[src/rtl/bank_collector.sv]
// bank_collector: reads rotated batches from the bank BRAMs and streams them back de-rotated over valid/ready
module bank_collector #(
    parameter int CHANNEL_NUMBER    = 3,
    parameter int CHANNEL_BANDWIDTH = 128,
    parameter int BLOCK_DEPTH       = 480,
    parameter int READ_LATENCY      = 1,
    parameter int FIFO_DEPTH        = 4,
    localparam int AW = $clog2(BLOCK_DEPTH),
    localparam int LW = $clog2(BLOCK_DEPTH + 1)
) (
    input  logic                         I_clk,
    input  logic                         I_rst,
    input  logic                         I_start,
    input  logic [AW-1:0]                I_start_address,
    input  logic [LW-1:0]                I_length,
    output logic                         O_busy,
    output logic                         O_done,
    output logic                         O_bank_read_enable,
    output logic [AW-1:0]                O_bank_address [0:CHANNEL_NUMBER-1],
    input  logic [CHANNEL_BANDWIDTH-1:0] I_bank_data [0:CHANNEL_NUMBER-1],
    output logic [CHANNEL_BANDWIDTH-1:0] O_data [0:CHANNEL_NUMBER-1],
    output logic [AW-1:0]                O_address,
    output logic                         O_valid,
    input  logic                         I_ready
);
    localparam int N   = CHANNEL_NUMBER;
    localparam int BW  = CHANNEL_BANDWIDTH;
    localparam int LAT = READ_LATENCY;
    localparam int FD  = FIFO_DEPTH;
    localparam int RW  = N > 1 ? $clog2(N) : 1;
    localparam int OW  = $clog2(FD + 1);
    localparam int PW  = FD > 1 ? $clog2(FD) : 1;

    typedef enum logic [1:0] {IDLE, READ, DRAIN, DONE} state_t;

    state_t        state_q, state_d;
    logic [AW-1:0] addr_q, addr_d, last_q, last_d;
    logic [LW-1:0] rem_q, rem_d;
    logic [OW-1:0] out_q, out_d, cnt_q, cnt_d;
    logic [LAT-1:0] pv_q, pv_d;
    logic [RW-1:0] prot_q [0:LAT-1];
    logic [RW-1:0] prot_d [0:LAT-1];
    logic [AW-1:0] paddr_q [0:LAT-1];
    logic [AW-1:0] paddr_d [0:LAT-1];
    logic [BW-1:0] mem_q [0:FD-1][0:N-1];
    logic [BW-1:0] mem_d [0:FD-1][0:N-1];
    logic [AW-1:0] maddr_q [0:FD-1];
    logic [AW-1:0] maddr_d [0:FD-1];
    logic [PW-1:0] wr_q, wr_d, rd_q, rd_d;
    logic          ren, accept, push, pop;

    function automatic logic [PW-1:0] inc(input logic [PW-1:0] p);
        return p == PW'(FD - 1) ? '0 : p + 1'b1;
    endfunction

    always_ff @(posedge I_clk) begin
        if (I_rst) state_q <= IDLE;
        else       state_q <= state_d;
    end

    always_comb begin
        state_d = state_q;
        case (state_q)
            IDLE:    if (I_start) state_d = I_length == '0 ? DONE : READ;
            READ:    if (ren && rem_q == LW'(1)) state_d = DRAIN;
            DRAIN:   if (out_d == '0) state_d = DONE;
            default: state_d = IDLE;
        endcase
    end

    // Credit: out_q counts every read from issue until its beat leaves the FIFO
    always_comb begin
        ren                = state_q == READ && out_q < OW'(FD);
        O_bank_read_enable = ren;
        O_busy             = state_q == READ || state_q == DRAIN;
        O_done             = state_q == DONE;
        for (int k = 0; k < N; k++) O_bank_address[k] = ren ? addr_q : last_q;
    end

    assign O_valid   = cnt_q != '0;
    assign O_data    = mem_q[rd_q];
    assign O_address = maddr_q[rd_q];

    always_comb begin
        accept     = state_q == IDLE && I_start;
        push       = pv_q[LAT-1];
        pop        = O_valid && I_ready;
        addr_d     = accept ? I_start_address
                   : ren ? (addr_q == AW'(BLOCK_DEPTH - 1) ? '0 : addr_q + 1'b1) : addr_q;
        rem_d      = accept ? I_length : rem_q - LW'(ren);
        last_d     = ren ? addr_q : last_q;
        out_d      = out_q + OW'(ren) - OW'(pop);
        pv_d[0]    = ren;
        prot_d[0]  = RW'(addr_q % AW'(N));
        paddr_d[0] = addr_q;
        for (int i = 1; i < LAT; i++) begin
            pv_d[i]    = pv_q[i-1];
            prot_d[i]  = prot_q[i-1];
            paddr_d[i] = paddr_q[i-1];
        end
        mem_d   = mem_q;
        maddr_d = maddr_q;
        if (push) begin
            maddr_d[wr_q] = paddr_q[LAT-1];
            for (int k = 0; k < N; k++) mem_d[wr_q][k] = I_bank_data[(k + int'(prot_q[LAT-1])) % N];
        end
        wr_d  = push ? inc(wr_q) : wr_q;
        rd_d  = pop ? inc(rd_q) : rd_q;
        cnt_d = cnt_q + OW'(push) - OW'(pop);
    end

    always_ff @(posedge I_clk) begin
        if (I_rst) begin
            addr_q  <= '0;
            last_q  <= '0;
            rem_q   <= '0;
            out_q   <= '0;
            pv_q    <= '0;
            prot_q  <= '{default: '0};
            paddr_q <= '{default: '0};
            mem_q   <= '{default: '0};
            maddr_q <= '{default: '0};
            wr_q    <= '0;
            rd_q    <= '0;
            cnt_q   <= '0;
        end else begin
            addr_q  <= addr_d;
            last_q  <= last_d;
            rem_q   <= rem_d;
            out_q   <= out_d;
            pv_q    <= pv_d;
            prot_q  <= prot_d;
            paddr_q <= paddr_d;
            mem_q   <= mem_d;
            maddr_q <= maddr_d;
            wr_q    <= wr_d;
            rd_q    <= rd_d;
            cnt_q   <= cnt_d;
        end
    end
endmodule
[config.mk]
export PLATFORM = sky130hd
export DESIGN_NAME = bank_collector
export DESIGN_NICKNAME = d
export VERILOG_FILES = /design/src/rtl/bank_collector.sv
export SDC_FILE = /design/constraint.sdc
export NUM_CORES = 2
export LEC_CHECK = 0
export BUFFER_PORTS_ARGS = -buffer_cell sky130_fd_sc_hd__buf_2
export CAP_MARGIN = 20
export CORE_MARGIN = 2
export CORE_UTILIZATION = 40
export DETAILED_ROUTE_END_ITERATION = 6
export GPL_ROUTABILITY_DRIVEN = 0
export GPL_TIMING_DRIVEN = 0
export RECOVER_POWER = 25
export SLEW_MARGIN = 20
export SYNTH_ARGS = -nofsm -noshare
export SYNTH_HDL_FRONTEND = slang
export SYNTH_SLANG_ARGS = --single-unit
[constraint.sdc]
create_clock -name I_clk -period 3.77 [get_ports I_clk]
set_input_delay 0.5655 -clock I_clk [delete_from_list [all_inputs] [get_ports I_clk]]
set_output_delay 0.5655 -clock I_clk [all_outputs]
set_load 0.01 [all_outputs]
; ---- Word level (Yosys, flattened, before mapping)
; Cells that the tools add are included.
[totals]
register_bits = 1623
inputBits = 406
word_cells = 114
[classes]
n_addsub = 10
n_div = 4
order_cmp = 7
eq_ne = 10
n_mux = 39
bitwise = 5
reduce_logical = 12
[op_table]
columns = operator, count
row1 = 1536-bit bitwise mux, 3
row2 = 384-bit demux with 2-bit select, 3
row3 = 384-bit 2-to-1 mux, 3
row4 = 128-bit 2-to-1 mux, 7
row5 = 128-bit binary-select mux with 2-bit select, 3
row6 = 384-bit binary-select mux with 2-bit select, 1
row7 = 256-bit 2-to-1 mux, 1
row8 = "32-bit by 3-bit >= comparator with 1-bit output, second input constant", 3
row9 = 32-bit NOT, 3
row10 = 9-bit 2-to-1 mux, 8
row11 = "32-bit by 3-bit remainder unit with 32-bit output, second input constant", 2
row12 = 36-bit bitwise mux, 1
row13 = "3-bit by 3-bit remainder unit with 32-bit output, second input constant", 1
row14 = 9-bit binary-select mux with 2-bit select, 1
row15 = 9-bit demux with 2-bit select, 1
row16 = 2-bit 2-to-1 mux, 6
row17 = "9-bit by 1-bit adder with 9-bit output, second input constant", 1
row18 = "9-bit by 1-bit == test with 1-bit output, second input constant", 1
row19 = "9-bit == test, second input constant", 1
row20 = 9-bit logical NOT, 1
row21 = "9-bit by 2-bit remainder unit with 9-bit output, second input constant", 1
row22 = 9-bit by 1-bit subtractor with 9-bit output, 1
row23 = "2-bit == test, second input constant", 4
row24 = 3-bit by 1-bit adder with 3-bit output, 2
row25 = other kinds (18), 28

; ---- Logic depth before layout (Yosys ltp)
[logic_depth]
ltp_word = 8
ltp_mapped = 20
mapped_depth_nobuf = 18

; ---- Least setup slack after synthesis
; No wires, ideal clock.
[synth_path]
path_kind = register to register
from = reg addr_q[1]
to = reg prot_q[0] (netlist name)
setup_ns = 0.070
arrival_time_ns = 3.929
setup_slack_ns = -0.229
path_stages_with_launch = 20
n_path_buf = 1
synth_period_minus_slack_ns = 3.999
path_cell_list = dfxtp_1 > clkbuf_1 > inv_1 > ha_1 > nor3b_1 > a311o_1 > a41oi_2 > a31o_2 > a211oi_1 > o211a_1 > o211ai_1 > nor2_1 > xnor2_1 > ha_1 > inv_1 > o211ai_1 > a2111o_1 > a211o_1 > or3_1 > a21oi_1
[synth_via]
elab_chain_cells = 1
[synth_rtl]
columns = element, line
row1 = from (decl), 37  ; logic [AW-1:0] addr_q, addr_d, last_q, last_d;
row2 = from (signal assigned), 127  ; addr_q <= addr_d;
row3 = 9-bit by 2-bit remainder unit with 9-bit output, 94  ; prot_d[0] = RW'(addr_q % AW'(N));
row4 = to (signal assigned), 132  ; prot_q <= prot_d;
row5 = to (decl), 41  ; logic [RW-1:0] prot_q [0:LAT-1];
; No other way between the ends.
; A chain may end at the register's enable or synchronous reset.

; ---- Worst setup path after layout
[layout_path]
from = reg prot_q[0] (netlist name)
to = reg mem_q[104] (netlist name)
[layout_via]
elab_chain_cells = 8
elab_cells_between_ends = 20
[layout_rtl]
columns = element, line
row1 = 1-bit by 2-bit adder with 3-bit output or 3-bit by 3-bit remainder unit with 32-bit output (tied branches), 105  ; for (int k = 0; k < N; k++) mem_d[wr_q][k] = I_bank_data[(k + int'(prot_q[LAT-1])) % N];
row2 = 32-bit by 3-bit remainder unit with 32-bit output or 32-bit NOT (tied branches), 105
row3 = 32-bit NOT (implied by the code) or 128-bit binary-select mux with 2-bit select (tied branches), 105
row4 = 128-bit binary-select mux with 2-bit select or 128-bit 2-to-1 mux (tied branches), 105
row5 = 128-bit 2-to-1 mux (implied by the code), 105
row6 = 128-bit 2-to-1 mux (implied by the code) or 1536-bit bitwise mux (tied branches), 105
row7 = 1536-bit bitwise mux, 105
row8 = 1536-bit bitwise mux (*), 105
row9 = to (signal assigned), 134  ; mem_q <= mem_d;
row10 = to (decl), 45  ; logic [BW-1:0] mem_q [0:FD-1][0:N-1];
; Every way passes the cells marked *; elsewhere a longest branch is shown, timed or not. The select of a mux whose other input is x is not followed.

==> key figures <==
Status
  • Status: complete, but fails checks
  • Failing checks: DRC, capacitance limit, slew limit, setup timing

Floorplanning
  • Vert. Die Dim: 423 um
  • Die width: approximately 420 um
  • Initial core utilization: about two fifths
  • Row cnt: between 150 and 200
  • Full die area: around 0.18 mm^2
  • Placeable Area: about 0.17 mm^2
  • # IOs: 830

Drt
  • Antenna-violating nets left: 0
  • Mean number of vias per cell: roughly 6.0
  • DR vias: between 60k and 70k
  • Residual DRC: 1
  • DRT Pass-1 Iters: 7
  • Iteration-0 DRC Markers: ~6.4k
  • Overall routed net length: approximately 320000 um
  • Post-DR wirelength/cell: around 29 um

Yosys
  • Top cell type's share of synthesized area: a little under half
  • Number of enable flip-flop cells after synthesis: 0
  • Largest area contributor in the netlist: dfxtp_1
  • Synthesis Warnings: 0
  • Post-synthesis net count: about 8.0k
  • FF+latch count, synth: roughly 1.6k
  • Commonest cells post-synth: dfxtp_1, nor2_1, a211oi_1, a21oi_1, clkbuf_1
  • Top cells by area, synth: dfxtp_1, mux4_2, a211oi_1, nor2_1, a21oi_1
  • Netlist cell types: 76
  • Async set-reset flop share out of synthesis: 0%
  • Top-count cell post-synth: dfxtp_1
  • Sequential share of the synthesized area: a little under half
  • Synthesized cell area: approximately 0.07 mm^2
  • Mapped Cells: 7561
  • Primary FF master, synth: dfxtp_1
  • Mean Syn Cell Area: roughly 9.3 um^2

Clocking
  • CTS Buffer Depth: 3
  • Reg clk slew, reported paths: roughly 60 ps
  • CTS buffer count: between 150 and 200
  • Sinks on Clock Net: ~1.6k
  • Later-pin clock latency in the skew report: between 800 and 900 ps
  • H-tree depth: 4
  • CTS tree: built
  • Clock root buffer: clkbuf_16

Cells and area
  • Fraction of layout cells with a size suffix above 1: between 20 and 25%
  • Post-route cell area: ~0.085 mm^2
  • Util after Layout: between 40 and 50%
  • Layout area overhead: 21.0%
  • Non-Filler Instances: about 11k
  • Nets@finish: just over 9k

Global route
  • Vias in the first global route: approximately 64k
  • First-pass GRT wire length: approximately 450000 um
  • Total GRT Usage: between 30% and 40%
  • Initial antenna violation count: 77
  • GRT overflow: 0
  • Largest net degree at the start of global routing: 17

Critical path
  • WP data arrival: roughly 4800 ps
  • Crit path largest cell delay: between 700 and 800 ps
  • Critical-path cell list: inv_1, ha_1, clkbuf_1, clkbuf_2, clkbuf_2, buf_1, nor2_1, a21oi_1, o21ai_0
  • CP endpoint kind: flip-flop
  • CP Data Required Time: approximately 4500 ps
  • Worst setup SP type: flip-flop
  • R2R setup slack: -370 ps
  • Critical setup path kind: flip-flop to flip-flop
  • CP max FO: 10
  • CP max-delay cell: a21oi_1
  • Top Family by Delay on Critical Path: buffers and inverters
  • WP buf/inv: 5
  • Worst path most repeated cell: clkbuf_2

Placed design
  • Dpl ws: -743 ps
  • # port buffers: 828
  • DP Area: a little under 0.08 mm^2
  • Inst Count DP: between 10k and 15k
  • Dpl hpwl: about 240000 um

Pwr
  • Largest vdd supply drop: approximately 0.00048 V
  • PD cells: roughly 730 mW/mm^2
  • LEAKAGE: roughly 30 nW

Run
  • Max cap viols: 1

STA
  • Skew final: approximately 27 ps
  • Max Clock Freq: 0.241 GHz
  • Worst setup margin: -373 ps
  • Worst slew margin: -8.35%
  • Final setup viols: about 690
  • Tightest Pin Transition: between 1500 and 2000 ps
  • Max-slew violation count: 11
  • TNS Setup: -77140 ps
  • RSZ-0062 raised after global routing: true
  • Tmin final: 4140 ps
  • Period utilisation layout: 110%
  • Hold Vio Cnt, Final: 0

Worst hold path
  • Hold Crit Class: primary input to flip-flop
==> sequential cells by signal, indices dropped and copies added, names as in the netlist <==
signal   flops
addr_q       9
cnt_q        3
last_q       9
maddr_q     36
mem_q     1536
out_q        3
paddr_q      9
prot_q       2
push         1
rd_q         2
rem_q        9
state_q      2
wr_q         2
==> timing repair <==
item                                    4_1_cts  5_1_grt
hold buffers                                  6        0
buffers inserted                             22        9
endpoints found under the hold margin         6        0
gates resized for setup                     186       63
pin swaps                                    19       21
endpoints found under the setup margin      921      179
==> cells by family after synthesis <==
group / count (synthesis) / share of synthesized area [%]
AOI/OAI and AO/OA: 2307 / 21.1
and+or+nand+nor: 2283 / 13.1
DFF: 1623 / 46.3
buffers and inverters: 780 / 4.32
muxes: 523 / 14.5
adders and majority gates: 25 / 0.467
xor gates and xnor gates: 20 / 0.260
==> tightest hold or removal path: stages <==
cell and delay (ps):
buf_2 110, nor2_1 110, a311oi_1 60
==> placed cells by master (no fill, tap or decap), drive strengths merged, types with 7 or more instances in the layout <==
cell type and n:
a211oi 1169, a21oi 666, a22o 9, buf 995, bufinv 7, clkbuf 911
clkdlybuf4s15 9, clkinv 29, dfxtp 1623, diode 48, ha 23, inv 31
mux2i 130, mux4 393, nand2 509, nand3 8, nor2 1564, nor2b 144
nor3 9, nor4 7, o211ai 7, o21ai 402, o22a 21, xnor2 10
xor2 10
==> final cells by class <==
class	instances	area (um^2)
Antenna cell	48	120
Buffer	755	3270
Clock buffer	257	5130
Clock inverter	51	589
Fill cell	16640	89200
Inverter	22	82.6
Multi-Input combinational cell	5158	34800
Sequential cell	1623	32500
Tap cell	2325	2910
Timing Repair Buffer	909	5410
==> final timing paths <==
path               startpoint          to  cells after the start
setup / recovery    prot_q[0]  mem_q[104]                      9
hold / removal    I_length[3]    rem_q[3]                      3
setup reg to reg    prot_q[0]  mem_q[104]                      9
hold reg to reg    mem_q[321]  mem_q[321]                      2
==> where the power goes <==
part           leakage (nW)  internal, mW  switching [mW]
combinational          14.1          7.86            17.7
clock                  2.81          9.91            7.49
sequential             13.1          18.4           0.634
total                  30.0          36.1            25.8
==> routing by layer <==
metal  global-route usage [%]  wire (um)  vias to the layer above
li1                         -          -                    29521
met1                     42.4     121000                    32724
met2                     52.7     143000                     3582
met3                     8.14      29700                      856
met4                     26.0      27300                       34
met5                        0        232                        -
==> per-stage QoR <==
stage	power (mW)	hold WS (ps)
2_1_floorplan	33.2	420
6_report	62.0	61.3
3_3_place_gp	42.9	428
3_5_place_dp	43.7	438
5_1_grt	64.1	52.5
4_1_cts	61.4	1.60
No activity file was read; power rests on OpenSTA's default activity.
